--- config.mk ---
export PLATFORM = sky130hd
export DESIGN_NAME = pipe_ctrl_fsm_flat
export DESIGN_NICKNAME = d
export VERILOG_FILES = /design/src/rtl/pipe_ctrl_if.sv /design/src/rtl/pipe_ctrl_fsm.sv /design/src/flat_wrapper.sv
export SDC_FILE = /design/constraint.sdc
export NUM_CORES = 1
export LEC_CHECK = 0
export BUFFER_PORTS_ARGS = -buffer_cell sky130_fd_sc_hd__buf_2
export CAP_MARGIN = 20
export CORE_UTILIZATION = 40
export CTS_CLUSTER_DIAMETER = 80
export DETAILED_ROUTE_END_ITERATION = 10
export PLACE_DENSITY = 0.73
export SLEW_MARGIN = 20
export SYNTH_ARGS = -nofsm -noshare
export SYNTH_HDL_FRONTEND = slang
export SYNTH_SLANG_ARGS = --single-unit
export TNS_END_PERCENT = 1
--- constraint.sdc ---
create_clock -name i_clk -period 2.4 [get_ports i_clk]
set_input_delay 0.12 -clock i_clk [delete_from_list [all_inputs] [get_ports i_clk]]
set_output_delay 0.12 -clock i_clk [all_outputs]
set_load 0.01 [all_outputs]
--- src/rtl/pipe_ctrl_if.sv ---
// LSU handshake bundle between the pipeline controller (master) and the data-memory unit (slave).
interface pipe_ctrl_if;
  logic mem_req_M;
  logic lsu_ack;
  logic lsu_req;
  logic lsu_timeout;

  modport master (input mem_req_M, lsu_ack, output lsu_req, lsu_timeout);
  modport slave  (output mem_req_M, lsu_ack, input lsu_req, lsu_timeout);
endinterface

--- src/rtl/pipe_ctrl_fsm.sv ---
// Pipeline sequencing controller: load-use bubbles, LSU wait/timeout, taken-branch flushes,
// plus stall/flush performance counters.
module pipe_ctrl_fsm #(
  parameter int LU_BUBBLES  = 1,
  parameter int MEM_TIMEOUT = 16,
  parameter int CNT_W       = 32
) (
  input  logic             i_clk,
  input  logic             i_reset,
  input  logic [31:0]      i_instr_D,
  input  logic [31:0]      i_instr_E,
  input  logic             i_rd_wren_E,
  input  logic             i_is_load_E,
  input  logic             i_br_taken_E,
  pipe_ctrl_if.master      lsu,
  output logic             o_StallF,
  output logic             o_StallD,
  output logic             o_StallE,
  output logic             o_StallM,
  output logic             o_StallW,
  output logic             o_FlushD,
  output logic             o_FlushE,
  output logic             o_FlushM,
  output logic             o_FlushW,
  output logic [CNT_W-1:0] o_stall_cnt,
  output logic [CNT_W-1:0] o_flush_cnt
);
  localparam int BW = 2;
  localparam int WW = $clog2(MEM_TIMEOUT + 1);

  typedef enum logic [1:0] {RUN, LU_STALL, MEM_WAIT, MEM_ABORT} state_t;

  state_t         r_state, w_state_nx;
  logic [BW-1:0]  r_bcnt, w_bcnt_nx;
  logic [WW-1:0]  r_wcnt, w_wcnt_nx;
  logic [CNT_W-1:0] r_stall_cnt, r_flush_cnt;
  logic           w_lu, w_mw, w_flush_inc;
  logic [4:0]     w_rs1_D, w_rs2_D, w_rd_E;
  logic           w_unused;

  assign w_rs1_D  = i_instr_D[19:15];
  assign w_rs2_D  = i_instr_D[24:20];
  assign w_rd_E   = i_instr_E[11:7];
  assign w_unused = ^{i_instr_D[31:25], i_instr_D[14:0], i_instr_E[31:12], i_instr_E[6:0]};

  assign w_lu = i_is_load_E & i_rd_wren_E & (w_rd_E != 5'd0) &
                ((w_rd_E == w_rs1_D) | (w_rd_E == w_rs2_D));
  assign w_mw = lsu.mem_req_M & ~lsu.lsu_ack;

  assign o_StallW    = 1'b0;
  assign o_stall_cnt = r_stall_cnt;
  assign o_flush_cnt = r_flush_cnt;

  always_comb begin
    w_state_nx      = r_state;
    w_bcnt_nx       = r_bcnt;
    w_wcnt_nx       = r_wcnt;
    w_flush_inc     = 1'b0;
    lsu.lsu_req     = 1'b0;
    lsu.lsu_timeout = 1'b0;
    o_StallF = 1'b0; o_StallD = 1'b0; o_StallE = 1'b0; o_StallM = 1'b0;
    o_FlushD = 1'b0; o_FlushE = 1'b0; o_FlushM = 1'b0; o_FlushW = 1'b0;
    if (!i_reset) begin
      case (r_state)
        RUN, LU_STALL: begin
          lsu.lsu_req = lsu.mem_req_M;
          if (w_mw) begin
            // Memory wins; any remaining load-use bubbles are dropped.
            o_StallF = 1'b1; o_StallD = 1'b1; o_StallE = 1'b1; o_StallM = 1'b1;
            o_FlushW = 1'b1;
            w_wcnt_nx  = WW'(1);
            w_state_nx = MEM_WAIT;
          end else if (r_state == LU_STALL) begin
            o_StallF = 1'b1; o_StallD = 1'b1; o_FlushE = 1'b1;
            w_bcnt_nx = r_bcnt - BW'(1);
            if (r_bcnt == BW'(1)) w_state_nx = RUN;
          end else if (i_br_taken_E) begin
            o_FlushD    = 1'b1;
            o_FlushE    = 1'b1;
            w_flush_inc = 1'b1;
          end else if (w_lu) begin
            o_StallF = 1'b1; o_StallD = 1'b1; o_FlushE = 1'b1;
            w_bcnt_nx = BW'(LU_BUBBLES - 1);
            if (LU_BUBBLES > 1) w_state_nx = LU_STALL;
          end
        end
        MEM_WAIT: begin
          lsu.lsu_req = 1'b1;
          if (lsu.lsu_ack) begin
            w_state_nx = RUN;
          end else begin
            o_StallF = 1'b1; o_StallD = 1'b1; o_StallE = 1'b1; o_StallM = 1'b1;
            o_FlushW = 1'b1;
            w_wcnt_nx = r_wcnt + WW'(1);
            // wcnt_nx counts unacked cycles including this one
            if (w_wcnt_nx == WW'(MEM_TIMEOUT)) w_state_nx = MEM_ABORT;
          end
        end
        MEM_ABORT: begin
          lsu.lsu_timeout = 1'b1;
          o_FlushM        = 1'b1;
          w_state_nx      = RUN;
        end
        default: w_state_nx = RUN;
      endcase
    end
  end

  always_ff @(posedge i_clk) begin
    if (i_reset) begin
      r_state     <= RUN;
      r_bcnt      <= '0;
      r_wcnt      <= '0;
      r_stall_cnt <= '0;
      r_flush_cnt <= '0;
    end else begin
      r_state <= w_state_nx;
      r_bcnt  <= w_bcnt_nx;
      r_wcnt  <= w_wcnt_nx;
      if (o_StallF)    r_stall_cnt <= r_stall_cnt + CNT_W'(1);
      if (w_flush_inc) r_flush_cnt <= r_flush_cnt + CNT_W'(1);
    end
  end
endmodule

--- src/flat_wrapper.sv ---
// flat-port wrapper written by rule: the top's interface ports become plain ports
module pipe_ctrl_fsm_flat 
#(
  parameter int LU_BUBBLES  = 1,
  parameter int MEM_TIMEOUT = 16,
  parameter int CNT_W       = 32
)
  (i_clk, i_reset, i_instr_D, i_instr_E, i_rd_wren_E, i_is_load_E, i_br_taken_E, o_StallF, o_StallD, o_StallE, o_StallM, o_StallW, o_FlushD, o_FlushE, o_FlushM, o_FlushW, o_stall_cnt, o_flush_cnt, lsu_mem_req_M, lsu_lsu_ack, lsu_lsu_req, lsu_lsu_timeout);
  pipe_ctrl_if lsu_i ();
  input  logic i_clk;
  input  logic i_reset;
  input  logic [31:0] i_instr_D;
  input  logic [31:0] i_instr_E;
  input  logic i_rd_wren_E;
  input  logic i_is_load_E;
  input  logic i_br_taken_E;
  output logic o_StallF;
  output logic o_StallD;
  output logic o_StallE;
  output logic o_StallM;
  output logic o_StallW;
  output logic o_FlushD;
  output logic o_FlushE;
  output logic o_FlushM;
  output logic o_FlushW;
  output logic [CNT_W-1:0] o_stall_cnt;
  output logic [CNT_W-1:0] o_flush_cnt;
  input wire logic [$bits(lsu_i.mem_req_M)-1:0] lsu_mem_req_M;
  input wire logic [$bits(lsu_i.lsu_ack)-1:0] lsu_lsu_ack;
  output wire logic [$bits(lsu_i.lsu_req)-1:0] lsu_lsu_req;
  output wire logic [$bits(lsu_i.lsu_timeout)-1:0] lsu_lsu_timeout;
  assign lsu_i.mem_req_M = lsu_mem_req_M;
  assign lsu_i.lsu_ack = lsu_lsu_ack;
  assign lsu_lsu_req = lsu_i.lsu_req;
  assign lsu_lsu_timeout = lsu_i.lsu_timeout;
  pipe_ctrl_fsm #(.LU_BUBBLES(LU_BUBBLES), .MEM_TIMEOUT(MEM_TIMEOUT), .CNT_W(CNT_W)) u_core (.i_clk(i_clk), .i_reset(i_reset), .i_instr_D(i_instr_D), .i_instr_E(i_instr_E), .i_rd_wren_E(i_rd_wren_E), .i_is_load_E(i_is_load_E), .i_br_taken_E(i_br_taken_E), .lsu(lsu_i), .o_StallF(o_StallF), .o_StallD(o_StallD), .o_StallE(o_StallE), .o_StallM(o_StallM), .o_StallW(o_StallW), .o_FlushD(o_FlushD), .o_FlushE(o_FlushE), .o_FlushM(o_FlushM), .o_FlushW(o_FlushW), .o_stall_cnt(o_stall_cnt), .o_flush_cnt(o_flush_cnt));
endmodule
# --- After elaboration in Yosys (flattened, before gate mapping) ---
# Index checks and enable logic that the tools add are counted.
word_totals:
  register_bits: 73
  elab_cells: 73
classes:
  addsub: 4
  eq_ne: 13
  n_mux: 36
  n_bitwise: 7
  reduce_logical: 8
op_table:
  columns: ["operator", "count"]
  rows:
  - ["32-bit by 1-bit adder with 32-bit output, second input constant", 2]
  - ["1-bit two-way mux", 21]
  - ["2-bit two-way mux", 8]
  - ["5-bit equality test", 2]
  - ["5-bit two-way mux", 2]
  - ["5-bit case mux with 2 select lines", 1]
  - ["3-bit by 1-bit != test with 1-bit output, second input constant", 2]
  - ["1-bit case mux with 2 select lines", 3]
  - ["2-bit case mux with 3 select lines", 1]
  - ["3-bit AND reduction", 2]
  - ["5-bit by 1-bit adder with 5-bit output, second input constant", 1]
  - ["5-bit equality test, second input constant", 1]
  - ["5-bit nonzero test", 1]
  - ["1-bit AND", 4]
  - ["2-bit by 1-bit equality test with 1-bit output, second input constant", 2]
  - ["2-bit equality test, second input constant", 2]
  - ["2-bit by 1-bit != test with 1-bit output, second input constant", 2]
  - ["4-bit AND reduction", 1]
  - ["2-bit nonzero test", 2]
  - ["3-bit by 2-bit != test with 1-bit output, second input constant", 1]
  - ["2-bit logical NOT", 1]
  - ["2-bit != test, second input constant", 1]
  - ["1-bit inverter", 2]
  - ["2-bit OR reduction", 1]
  - ["other kinds (2)", 2]

# --- Longest topological paths before layout ---
# Gate-level depths: netlist of the first run.
logic_depth:
  word_depth: 9
  depth_mapped: 9

# --- Worst setup path before layout of the first run ---
# OpenSTA, ideal clock, no wires.
synth_path:
  path_type: "flip-flop to flip-flop"
  startpoint: "register u_core.r_state[0]"
  endpoint: "register u_core.r_flush_cnt[24], in the netlist u_core.o_flush_cnt[24]"
  setup_time_ns: 0.128
  t_arrival_ns: 1.868
  setup_slack_ns: 0.405
  path_stages_with_launch: 9
  synth_period_minus_slack_ns: 1.995
  path_cell_list: "dfxtp_1 buf_6 or3b_4 nor3_4 nand4_1 buf_4 nor4_2 xnor2_1 nor2_1"
synth_between:
  elab_chain_cells: 5
  elab_cells_between_ends: 7
synth_rtl:
  columns: ["element", "line", "text"]
  rows:
  - ["from (decl)", "pipe_ctrl_fsm.sv:33", "state_t r_state, w_state_nx;"]
  - ["from (signal assigned)", "pipe_ctrl_fsm.sv:117", "r_state <= w_state_nx;"]
  - ["2-bit by 1-bit equality test with 1-bit output", null, null]
  - ["1-bit two-way mux (2 in a row)", null, null]
  - ["1-bit two-way mux (*) (2 in a row)", null, null]
  - ["via o_FlushD", "flat_wrapper.sv:22", "output logic o_FlushD;"]
  - ["to (signal assigned)", "pipe_ctrl_fsm.sv:121", "if (w_flush_inc) r_flush_cnt <= r_flush_cnt + CNT_W'(1);"]
  - ["to (decl)", "pipe_ctrl_fsm.sv:36", "logic [CNT_W-1:0] r_stall_cnt, r_flush_cnt;"]
# The timed path passes the listed nets; every way through them passes the cells marked *.
# A chain may end at the register's enable or synchronous reset.

# --- Worst setup path after layout of the first run ---
layout_path:
  startpoint: "register u_core.r_state[0]"
  endpoint: "register u_core.r_stall_cnt[28], in the netlist u_core.o_stall_cnt[28]"
layout_between:
  elab_chain_cells: 5
  elab_cells_between_ends: 8
layout_rtl:
  columns: ["element", "line", "text"]
  rows:
  - ["2-bit by 1-bit equality test with 1-bit output", "pipe_ctrl_fsm.sv:64, pipe_ctrl_fsm.sv:73", null]
  - ["1-bit two-way mux", "pipe_ctrl_fsm.sv:73", "end else if (r_state == LU_STALL) begin"]
  - ["1-bit two-way mux", "pipe_ctrl_fsm.sv:67", "if (w_mw) begin"]
  - ["1-bit case mux with 2 select lines (*)", "pipe_ctrl_fsm.sv:64", "case (r_state)"]
  - ["1-bit two-way mux (*)", "pipe_ctrl_fsm.sv:63", "if (!i_reset) begin"]
  - ["to (signal assigned)", "pipe_ctrl_fsm.sv:120", "if (o_StallF) r_stall_cnt <= r_stall_cnt + CNT_W'(1);"]
  - ["to (decl)", "pipe_ctrl_fsm.sv:36", null]
# Mark *: on every way between the ends. The rest lies on a longest branch, timed or not.

==> metrics.md, run 1 <==
| Metric | Value |
|---|---|
| Status | finished, violations left |
| Failing checks | design-rule violations |
| Fillers | between 800 and 900 |
| CTS tree | done |
| CP Depth | 7 |
| Lkg Pwr | 1.73 nW |
| Setup Skew | around 0.01 ns |
| Vias after detailed routing | about 3500 |
| Buf/Inv on CP | 1 |
| # H-tree levels | 3 |
| Detailed Place HPWL | 6.16 mm |
| Worst slew pin tran | slightly below 0.7 ns |
| Clk buf depth | 2 |
| CTS hold repair buffers | 0 |
| Syn. warnings | 0 |
| Synth Area per Inst | roughly 8.5 um2 |
| Most used DFF post-synth | dfxtp_1 |
| Slowest-stage cell, CP | or4_1 |
| Power Internal | around 0.0019 W |
| #FFs+latches synth | 73 |
| Post-synth EDFFs | 0 |
| Post-CTS Setup Repair Bufs | 0 |
| Crit-path cells | o21a_1 -> a211oi_1 -> and4_1 -> a32oi_4 -> buf_12 -> or4_1 -> a21oi_1 |
| Critical Path Sink Type | flop |
| Final setup fails | 0 |
| CTS Root Buffer Type | clkbuf_8 |
| Clk Latency, worst-skew pair | approximately 0.35 ns |
| Clock-pin slew on the worst setup and hold paths | approximately 0.08 ns |
| Drc violations | 2 |
| Unrepaired setup endpoints after global routing | false |
| Net count after synthesis | 518 |
| Routed vias/inst | between 5 and 6 |
| Hold depth | 2 |
| Busiest grt layer | met2 |
| ANT cells | 0 |
| Cells after synthesis | 443 |
| Worst path arrival time | ~2.5 ns |
| Crit Path Class | flop to flop |
| Antenna Violating Nets Remaining | 0 |
| Met3 GRT Util | under 10% |
| Synth async-reset ratio | 0% |
| Fmax | 456 MHz |
| Met2 GRT Util | 31.4% |
| Setup WS post-layout | approximately 0.21 ns |
| Number of gates resized after cts | 0 |
| Final Hold Viols | 0 |
| Psw | between 0.0005 and 0.0006 W |
| Switching share of power | a little under a quarter |
| Nets | ~610 |
| Vias in the first global route | around 3300 |
| Chip width | a little under 100 um |
| Met1 Track Usage GR | around 22% |
| Slew margin rel. | between 50 and 60% |
| Inserted Clock Buffers | 9 |
| DRT Wirelength | 8.61 mm |
| Tcrit/Tclk final | between 90% and 100% |
| Total power | ~0.0024 W |
| Worst Path Max Fanout | 28 |
| P per Cell Area | 532 nW/um2 |
| Total negative slack | 0 ns |
| Flop pwr share | about half |
| Combinational share of power | 5.7% |
| Total Routing Usage GR | 18.2% |
| Layout area overhead | 20.9% |
| Routability cong. | ~0.78 |
| Cell family with most CP delay | simple AND/OR/NAND/NOR gates |
| Global-route wire length before repair | 14.5 mm |
| Fin crit period | between 2 and 2.5 ns |
| Max stage delay on crit path | 0.50 ns |
| Startpoint Class | flop |
| DR iter-0 viols | 76 |
| Register area share after synthesis | about two fifths |
| Layout cells sized above 1 | 26.4% |
| Post-synth cell types | 52 |
| Largest net degree at the start of global routing | slightly above 40 |
| Max_cap viols | 0 |
| # rows | 35 |
| 1st-pass router iterations | 7 |
| VDD IR max | 0.250 mV |
| PortBufs | 95 |
| Initial antenna violation count | 0 |
| Core ar. | 9150 um2 |
| Full die area | 9790 um2 |
| Clock power share | between 40% and 50% |
| GRT overflow | 0 |
| Starting density of the core | around two fifths |
| Worst R2R Path Depth | 7 |
| DR WL/cell | 13.3 um |
| Clock sinks | 73 |
| IO Pins | around 150 |
| Slew Limit Fails | 0 |
| Hold WC Path Type | input port to flop |
| Placement Setup Slack | just over 0.2 ns |
| Mapped Area | about 3800 um2 |
| Die height | between 90 and 100 um |
| Critical Path RT | about 2.7 ns |
==> Yosys cell counts, types with 2 or more instances <==
| cell | instances | area [um2] |
|---|---|---|
| dfxtp_1 | 73 | 1460 |
| nor2_1 | 40 | 150 |
| a21oi_1 | 39 | 195 |
| nand2_1 | 29 | 109 |
| xnor2_1 | 29 | 254 |
| nand3_1 | 20 | 100 |
| or3_1 | 20 | 125 |
| inv_1 | 18 | 67.6 |
| o31ai_1 | 15 | 113 |
| or4_1 | 15 | 113 |
| nand4_1 | 12 | 75.1 |
| o21ai_0 | 12 | 60.1 |
| clkbuf_1 | 11 | 41.3 |
| o21ai_1 | 10 | 50.1 |
| xor2_1 | 10 | 87.6 |
| and4_1 | 9 | 78.8 |
| nor3_1 | 9 | 45.0 |
| buf_4 | 7 | 52.6 |
| nor3_2 | 7 | 70.1 |
| and3_1 | 5 | 31.3 |
| buf_2 | 4 | 20.0 |
| ha_1 | 4 | 50.1 |
| a211oi_1 | 3 | 22.5 |
| a31oi_1 | 3 | 18.8 |
| buf_1 | 3 | 11.3 |
| mux2i_1 | 3 | 30.0 |
| or2_2 | 3 | 18.8 |
| a41oi_1 | 2 | 17.5 |
| buf_6 | 2 | 22.5 |
| nand2b_1 | 2 | 12.5 |
| nor3b_2 | 2 | 25.0 |
| nor4_2 | 2 | 25.0 |
==> cell usage in the layout (no fill, tap or decap), drive strengths merged, types with 4 or more instances in the layout <==
cell type / instances
nor3: 17
and3: 5
o21ai: 22
o31ai: 15
xor2: 10
buf: 106
nor2: 40
or4: 15
ha: 4
and4: 9
a21oi: 39
clkbuf: 11
nand2: 30
or3: 20
a211oi: 4
xnor2: 29
dfxtp: 73
nand4: 12
nand3: 21
inv: 19
==> through the flow <==
stage	utilization [%]	cells	hold WS, ns	cell area [um2]
global route	49.6	649	0.0681	4540
floorplan	-	443	0.380	3760
detailed placement	47.3	633	0.420	4330
global placement	47.3	633	0.424	4330
finish	49.6	649	0.0719	4540
CTS	49.6	649	0.0460	4540
==> worst reg2reg max path, cell delays in order, from the launching register on <==
cell and delay, ns:
dfxtp_1 0.43, o21a_1 0.23, a211oi_1 0.28, and4_1 0.29, a32oi_4 0.07, buf_12 0.18, or4_1 0.50, a21oi_1 0.15
==> flip-flops by register name (all words and copies together) (netlist names) <==
register,cells
u_core.r_state,2
u_core.o_flush_cnt,32
u_core.r_bcnt,2
u_core.o_stall_cnt,32
u_core.r_wcnt,5
==> cell families after synthesis <==
kind of cell	count (synthesis)	synth area share, %
AND/OR/NAND/NOR	184	28.6
AO/OA/AOI/OAI	93	15.3
flip-flops	73	38.9
buffers and inverters	46	5.83
XOR/XNOR	39	9.09
adder cells (fa/ha/maj)	4	1.33
multiplexers	3	0.799
other	1	0.0998
==> per-layer routing <==
metal  share of wire (%)  wire length, um
met3                 3.5              301
met4                 1.9              166
met2                  51             4370
met5                   0                0
met1                  44             3770
==> path summary, 6_finish.rpt <==
| path | startpoint | to | slack, ns |
|---|---|---|---|
| hold / removal | lsu_lsu_ack | u_core.r_state[1]$_SDFFE_PP0P_ | 0.07 |
| setup reg to reg | u_core.r_state[0]$_SDFFE_PP0P_ | u_core.o_stall_cnt[28]$_SDFFE_PP0P_ | 0.21 |
| setup / recovery | u_core.r_state[0]$_SDFFE_PP0P_ | u_core.o_stall_cnt[28]$_SDFFE_PP0P_ | 0.21 |
| hold reg to reg | u_core.o_stall_cnt[31]$_SDFFE_PP0P_ | u_core.o_stall_cnt[31]$_SDFFE_PP0P_ | 0.48 |
==> power groups by stage <==
stage | combinational [W] | sequential, W | clock, W
2_1_floorplan | 0.0000897 | 0.00125 | 0
3_3_place_gp | 0.000136 | 0.00125 | 0
3_5_place_dp | 0.000140 | 0.00125 | 0
4_1_cts | 0.000141 | 0.00122 | 0.00109
5_1_grt | 0.000154 | 0.00123 | 0.00113
6_report | 0.000139 | 0.00122 | 0.00105
==> cell type report <==
type                       count  area, um2  share of cell area [%]
timing repair buffer         106        583                    12.8
inverter                      19       71.3                    1.57
clock inverter                 5       80.1                    1.76
clock buffer                  11        131                    2.89
sequential                    73       1460                    32.2
multi-input combinational    324       2080                    45.7
tap                          111        139                    3.06
(Power assumes the default switching activity.)
==> inputs of run 2 (changes only) <==
--- a/config.mk
+++ b/config.mk
@@ -7,10 +7,13 @@
 export LEC_CHECK = 0
 export BUFFER_PORTS_ARGS = -buffer_cell sky130_fd_sc_hd__buf_2
 export CAP_MARGIN = 20
-export CORE_UTILIZATION = 40
+export CELL_PAD_IN_SITES_DETAIL_PLACEMENT = 1
+export CELL_PAD_IN_SITES_GLOBAL_PLACEMENT = 1
+export CORE_MARGIN = 1
+export CORE_UTILIZATION = 35
 export CTS_CLUSTER_DIAMETER = 80
 export DETAILED_ROUTE_END_ITERATION = 10
-export PLACE_DENSITY = 0.73
+export PLACE_DENSITY_LB_ADDON = 0.1
 export SLEW_MARGIN = 20
 export SYNTH_ARGS = -nofsm -noshare
 export SYNTH_HDL_FRONTEND = slang
==> metrics.md, run 2 (synthesis results as in run 1) <==
| Metric | Value |
|---|---|
| Worst Path Max Fanout | 28 (unchanged) |
| Worst path arrival time | 2.50 ns (was 2.47 ns) |
| Routed vias/inst | 5.24 (was 5.41) |
| CTS Root Buffer Type | clkbuf_8 (unchanged) |
| Most frequent cells in the layout | buf_2 (95), dfxtp_1 (73), nor2_1 (40) (unchanged) |
| Crit Path Class | flop to flop (unchanged) |
| Tcrit/Tclk final | 92.7% (was 91.3%) |
| DR iter-0 viols | 85 (was 76) |
| IO Pins | 146 (unchanged) |
| Setup Skew | 0.00823 ns (was 0.00981 ns) |
| Unrepaired setup endpoints after global routing | false (unchanged) |
| Status | complete, no violations (was finished, violations left) |
| Worst slew pin tran | 0.711 ns (was 0.687 ns) |
| Placement Setup Slack | 0.169 ns (was 0.203 ns) |
| Detailed Place HPWL | 6.85 mm (was 6.16 mm) |
| Met1 Track Usage GR | 22.5% (was 22.2%) |
| Startpoint Class | flop (unchanged) |
| Full die area | 11200 um2 (was 9790 um2) |
| 1st-pass router iterations | 4 (was 7) |
| Max stage delay on crit path | 0.50 ns (about the same) |
| Inserted Clock Buffers | 9 (unchanged) |
| Final hold slack | 0.0634 ns (was 0.0719 ns) |
| DRT Wirelength | 9.40 mm (was 8.61 mm) |
| Final Hold Viols | 0 (unchanged) |
| P per Cell Area | 523 nW/um2 (was 532 nW/um2) |
| Lkg Pwr | 1.73 nW (about the same) |
| Critical Path Sink Type | flop (unchanged) |
| Setup WS post-layout | 0.175 ns (was 0.208 ns) |
| Slew Limit Fails | 0 (unchanged) |
| VDD IR max | 0.288 mV (was 0.250 mV) |
| Busiest grt layer | met2 (unchanged) |
| Final setup fails | 0 (unchanged) |
| Core ar. | 10400 um2 (was 9150 um2) |
| Core Util, Final | 44.0% (was 49.6%) |
| Fillers | 1280 (was 880) |
| Fmax | 449 MHz (was 456 MHz) |
| Number of gates resized after cts | 0 (unchanged) |
| Chip width | 106 um (was 98.9 um) |
| Fin crit period | 2.23 ns (was 2.19 ns) |
| Total Routing Usage GR | 18.0% (was 18.2%) |
| Max_cap viols | 0 (unchanged) |
| Post-CTS Setup Repair Bufs | 0 (unchanged) |
| Global-route wire length before repair | 16.3 mm (was 14.5 mm) |
| Vias after detailed routing | 3523 (was 3512) |
| Met2 GRT Util | 30.9% (was 31.4%) |
| Commonest non-fill, non-tap cell in the layout | buf_2 (unchanged) |
| Layout cells sized above 1 | 26.3% (was 26.4%) |
| PortBufs | 95 (unchanged) |
| Routability cong. | 0.720 (was 0.778) |
| Total negative slack | 0 ns (unchanged) |
| Nets | 608 (unchanged) |
| Reg2reg setup slack | 0.17 ns (was 0.21 ns) |
| Initial antenna violation count | 0 (unchanged) |
| Clk Latency, worst-skew pair | 0.34 ns (was 0.35 ns) |
| Slowest-stage cell, CP | dfxtp_1 (was or4_1) |
| CTS tree | done (unchanged) |
| Hold WC Path Type | input port to flop (unchanged) |
| ANT cells | 0 (unchanged) |
| CTS hold repair buffers | 0 (unchanged) |
| Met3 GRT Util | 3.28% (was 2.62%) |
| Largest net degree at the start of global routing | 38 (was 41) |
| Clk buf depth | 2 (unchanged) |
| Slew margin rel. | 52.2% (was 53.9%) |
| Crit-path cells | inv_2 -> a211oi_1 -> and4_1 -> a32oi_4 -> buf_12 -> or4_1 -> a21oi_1 (was o21a_1 -> a211oi_1 -> and4_1 -> a32oi_4 -> buf_12 -> or4_1 -> a21oi_1) |
| Vias in the first global route | 3487 (was 3252) |
| Layout area overhead | 21.4% (was 20.9%) |
| Drc violations | 0 (was 2) |
| Antenna Violating Nets Remaining | 0 (unchanged) |
| GRT overflow | 0 (unchanged) |
| Starting density of the core | 36.2% (was 41.1%) |
| DR WL/cell | 14.0 um (was 13.3 um) |
| # H-tree levels | 3 (unchanged) |
| Die height | 106 um (was 98.9 um) |
| # rows | 37 (was 35) |
| Critical Path RT | 2.67 ns (was 2.68 ns) |
| Clock-pin slew on the worst setup and hold paths | 0.07 ns (was 0.08 ns) |
| Clock sinks | 73 (unchanged) |
## run 2: changes by cell type in the layout (fill, tap and decap cells not counted), sizes merged
cell,previous run,this run
clkinvlp,2,0
clkinv,1,2
clkbuf,11,10
## run 2: final cells by class
class                      count  area [um2]  area share, %
timing repair buffer         106         583           12.8
clock buffer                  10         128           2.80
clock inverter                 4        70.1           1.54
tap                          136         170           3.73
sequential                    73        1460           32.0
inverter                      19        71.3           1.56
multi-input combinational    324        2080           45.5
## run 2: worst max-delay path: cells and delay by family (launching register included)
family                 cells  cell delay (ns)
flip-flops                 1             0.50
buffers and inverters      2             0.31
AND/OR/NAND/NOR            2             0.78
AO/OA/AOI/OAI              3             0.56
## run 2: path summary, 6_finish.rpt
| kind | end | start | cells past startpoint |
|---|---|---|---|
| hold / removal | u_core.r_state[1]$_SDFFE_PP0P_ | lsu_lsu_ack | 2 |
| setup reg to reg | u_core.o_stall_cnt[28]$_SDFFE_PP0P_ | u_core.r_state[0]$_SDFFE_PP0P_ | 7 |
| hold reg to reg | u_core.o_stall_cnt[31]$_SDFFE_PP0P_ | u_core.o_stall_cnt[31]$_SDFFE_PP0P_ | 2 |
| setup / recovery | u_core.o_stall_cnt[28]$_SDFFE_PP0P_ | u_core.r_state[0]$_SDFFE_PP0P_ | 7 |
## run 2: metrics by stage
step           area (um2)  power (W)  cells
6_report             4560    0.00239    672
3_5_place_dp         4360    0.00140    658
2_1_floorplan        3760    0.00134    443
4_1_cts              4560    0.00243    672
5_1_grt              4560    0.00250    672
3_3_place_gp         4360    0.00139    658
## run 2: report_power, final
group          total, W  leakage [nW]  switching, W  internal, W
Clock           0.00102         0.102      0.000452     0.000571
Sequential      0.00123         0.589    0.00000807      0.00122
Combinational  0.000139          1.04     0.0000821    0.0000567
Total           0.00239          1.73      0.000542      0.00185
## run 2: layer usage
metal	routed length (um)	up-vias
li1	-	1769
met1	4410	1691
met2	4560	56
met3	317	7
met4	104	0
met5	0	-
==> inputs of run 3 (changes only) <==
--- a/config.mk
+++ b/config.mk
@@ -5,12 +5,13 @@
 export SDC_FILE = /design/constraint.sdc
 export NUM_CORES = 1
 export LEC_CHECK = 0
+export ABC_AREA = 1
 export BUFFER_PORTS_ARGS = -buffer_cell sky130_fd_sc_hd__buf_2
 export CAP_MARGIN = 20
 export CELL_PAD_IN_SITES_DETAIL_PLACEMENT = 1
 export CELL_PAD_IN_SITES_GLOBAL_PLACEMENT = 1
 export CORE_MARGIN = 1
-export CORE_UTILIZATION = 35
+export CORE_UTILIZATION = 32
 export CTS_CLUSTER_DIAMETER = 80
 export DETAILED_ROUTE_END_ITERATION = 10
 export PLACE_DENSITY_LB_ADDON = 0.1
==> constraint.sdc (replaced) <==
create_clock -name i_clk -period 1.9 [get_ports i_clk]
set_input_delay 0.095 -clock i_clk [delete_from_list [all_inputs] [get_ports i_clk]]
set_output_delay 0.095 -clock i_clk [all_outputs]
set_load 0.01 [all_outputs]
==> metrics.md, run 3 <==
| Metric | Value |
|---|---|
| Status | complete, no violations (unchanged) |
| CTS tree | done (unchanged) |
| Post-synth EDFFs | 0 (unchanged) |
| Layout cells sized above 1 | 23.1% (was 26.3%) |
| Max_cap viols | 0 (unchanged) |
| Setup Skew | 0.00983 ns (was 0.00823 ns) |
| PortBufs | 95 (unchanged) |
| Share of the synthesized area in the top cell type | 31.9% (was 38.9%) |
| DR iter-0 viols | 292 (was 85) |
| Total Routing Usage GR | 21.3% (was 18.0%) |
| Nets | 880 (was 608) |
| Full die area | 14800 um2 (was 11200 um2) |
| ANT cells | 0 (unchanged) |
| FF+latch area | 1460 um2 (about the same) |
| Slew margin rel. | 51.7% (was 52.2%) |
| Vias after detailed routing | 4883 (was 3523) |
| Core Util, Final | 41.2% (was 44.0%) |
| CTS Root Buffer Type | clkbuf_16 (was clkbuf_8) |
| Inserted Clock Buffers | 9 (unchanged) |
| Routed vias/inst | 4.93 (was 5.24) |
| Startpoint Class | flop (unchanged) |
| Fillers | 1830 (was 1280) |
| Post-synth cell types | 36 (was 52) |
| Non-Filler Instances | 990 (was 672) |
| Lkg Pwr | 2.49 nW (was 1.73 nW) |
| Die height | 122 um (was 106 um) |
| Most used DFF post-synth | dfxtp_1 (unchanged) |
| Final setup fails | 0 (unchanged) |
| Fin crit period | about 1.8 ns |
| Worst path arrival time | 1.68 ns (was 2.50 ns) |
| Syn. warnings | 0 (unchanged) |
| Largest net degree at the start of global routing | 62 (was 38) |
| Initial antenna violation count | 0 (unchanged) |
| Global-route wire length before repair | 24.7 mm (was 16.3 mm) |
| Detailed Place HPWL | 11.4 mm (was 6.85 mm) |
| Hold WC Path Type | input port to flop (unchanged) |
| Critical Path RT | 1.80 ns (was 2.67 ns) |
| Critical Path Sink Type | primary output (was flop) |
| Register area share after synthesis | 31.9% (was 38.9%) |
| Final Hold Viols | 0 (unchanged) |
| Clk buf depth | 2 (unchanged) |
| Synth async-reset ratio | 0% (unchanged) |
| Core ar. | 13900 um2 (was 10400 um2) |
| Cells after synthesis | 690 (was 443) |
| Crit Path Class | flop to primary output (was flop to flop) |
| VDD IR max | 0.417 mV (was 0.288 mV) |
| Count leader, synth | nand2_1 (was dfxtp_1) |
| Chip width | 122 um (was 106 um) |
| Most frequent cells in the layout | nand2_1 (180), buf_2 (95), dfxtp_1 (72) (was buf_2 (95), dfxtp_1 (73), nor2_1 (40)) |
| IO Pins | 146 (unchanged) |
| Worst Path Max Fanout | 6 (was 28) |
| Commonest non-fill, non-tap cell in the layout | nand2_1 (was buf_2) |
| 1st-pass router iterations | 4 (unchanged) |
| Fmax | 565 MHz |
| Net count after synthesis | 765 (was 518) |
| CTS hold repair buffers | 0 (unchanged) |
| P per Cell Area | 638 nW/um2 (was 523 nW/um2) |
| Clock sinks | 73 (unchanged) |
| Unrepaired setup endpoints after global routing | true (was false) |
| Worst slew pin tran | 0.725 ns (was 0.711 ns) |
| Starting density of the core | 32.8% (was 36.2%) |
| Mapped Area | 4570 um2 (was 3760 um2) |
| Tcrit/Tclk final | 93.2% |
| Top cells by count, synth | nand2_1 (180), dfxtp_1 (73), nor2_1 (70) (was dfxtp_1 (73), nor2_1 (40), a21oi_1 (39)) |
| # rows | 43 (was 37) |
| Antenna Violating Nets Remaining | 0 (unchanged) |
| Synth area leader | dfxtp_1 (unchanged) |
| GRT overflow | 0 (unchanged) |
| DRT Wirelength | 15.0 mm (was 9.40 mm) |
| #FFs+latches synth | 73 (unchanged) |
| Placed cell count | 972 (was 658) |
| Slew Limit Fails | 0 (unchanged) |
| Area of the multi-input gates | 2740 um2 (was 2080 um2) |
| Layout area overhead | 25.4% (was 21.4%) |
| Synth area leaders | dfxtp_1 (32%), nand2_1 (15%), nand3_1 (6.6%) (was dfxtp_1 (39%), xnor2_1 (6.8%), a21oi_1 (5.2%)) |
| Clk Latency, worst-skew pair | 0.34 ns (about the same) |
| DR WL/cell | 15.1 um (was 14.0 um) |
| Vias in the first global route | 4971 (was 3487) |
| # H-tree levels | 3 (unchanged) |
| Drc violations | 0 (unchanged) |
| Routability cong. | 0.880 (was 0.720) |
| Clock-pin slew on the worst setup and hold paths | 0.06 ns (was 0.07 ns) |
| Synth Area per Inst | 6.63 um2 (was 8.48 um2) |
run 3: cell type report:
type / count / area share [%]
Clock buffer: 12 / 4.47
Clock inverter: 4 / 0.894
Inverter: 70 / 4.58
Multi-Input combinational cell: 522 / 47.7
Sequential cell: 73 / 25.5
Tap cell: 180 / 3.93
Timing Repair Buffer: 129 / 13.0
run 3: power by group:
| part | switching (W) | internal [W] |
|---|---|---|
| combinational | 0.000208 | 0.000105 |
| clock | 0.000701 | 0.00109 |
| sequential | 0.0000123 | 0.00155 |
run 3: per-stage QoR:
stage	setup slack [ns]	setup TNS [ns]	instance area [um2]	power [W]	hold slack, ns
floorplan	0.245	0	4570	0.00178	0.290
global placement	0.198	0	5380	0.00189	0.445
detailed placement	0.132	0	5380	0.00190	0.465
CTS	0.0441	0	5690	0.00371	0.101
global route	-0.0297	-0.0357	5740	0.00381	0.171
finish	0.129	0	5740	0.00366	0.155
run 3: worst paths after layout:
path                            cells after the start                             endpoint                                from  slack, ns
worst max register to register                      8  u_core.o_stall_cnt[24]$_SDFFE_PP0P_  u_core.o_stall_cnt[0]$_SDFFE_PP0P_       0.13
worst min-delay path                                3   u_core.o_flush_cnt[1]$_SDFFE_PP0P_                        i_br_taken_E       0.15
worst max-delay path                                7                             o_StallE      u_core.r_state[0]$_SDFFE_PP0P_       0.13
worst min register to register                      2        u_core.r_bcnt[1]$_SDFFE_PP0P_       u_core.r_bcnt[1]$_SDFFE_PP0P_       0.47
run 3: worst max-delay path: stages (launching register included):
cell     delay [ns]
dfxtp_1        0.35
nand2_1        0.10
o21ai_1        0.09
nor2_1         0.22
inv_1          0.10
buf_4          0.17
nor2_1         0.13
buf_2          0.16
run 3: routing by layer:
metal  wire (um)  global-route usage [%]  vias up
li1            -                       -     2456
met1        6870                    25.8     2325
met2        7370                    38.2       88
met3         477                    3.18       14
met4         248                    7.25        0
met5           0                       0        -
run 3: logic make-up (layout without fill, tap and decap cells):
| group | count (synthesis) | in the layout | synth area share (%) |
|---|---|---|---|
| XOR/XNOR | 45 | 45 | 8.62 |
| flip-flops | 73 | 73 | 31.9 |
| buffers and inverters | 95 | 215 | 8.92 |
| AO/OA/AOI/OAI | 87 | 87 | 10.1 |
| AND/OR/NAND/NOR | 385 | 385 | 39.2 |
| other | 1 | 1 | 0.0820 |
| adder cells (fa/ha/maj) | 4 | 4 | 1.09 |
run 3: timing repair:
item,in CTS,in global routing
buffers inserted,0,2
endpoints found under the setup margin,0,11
resized for setup,0,10
hold endpoints to repair,0,0
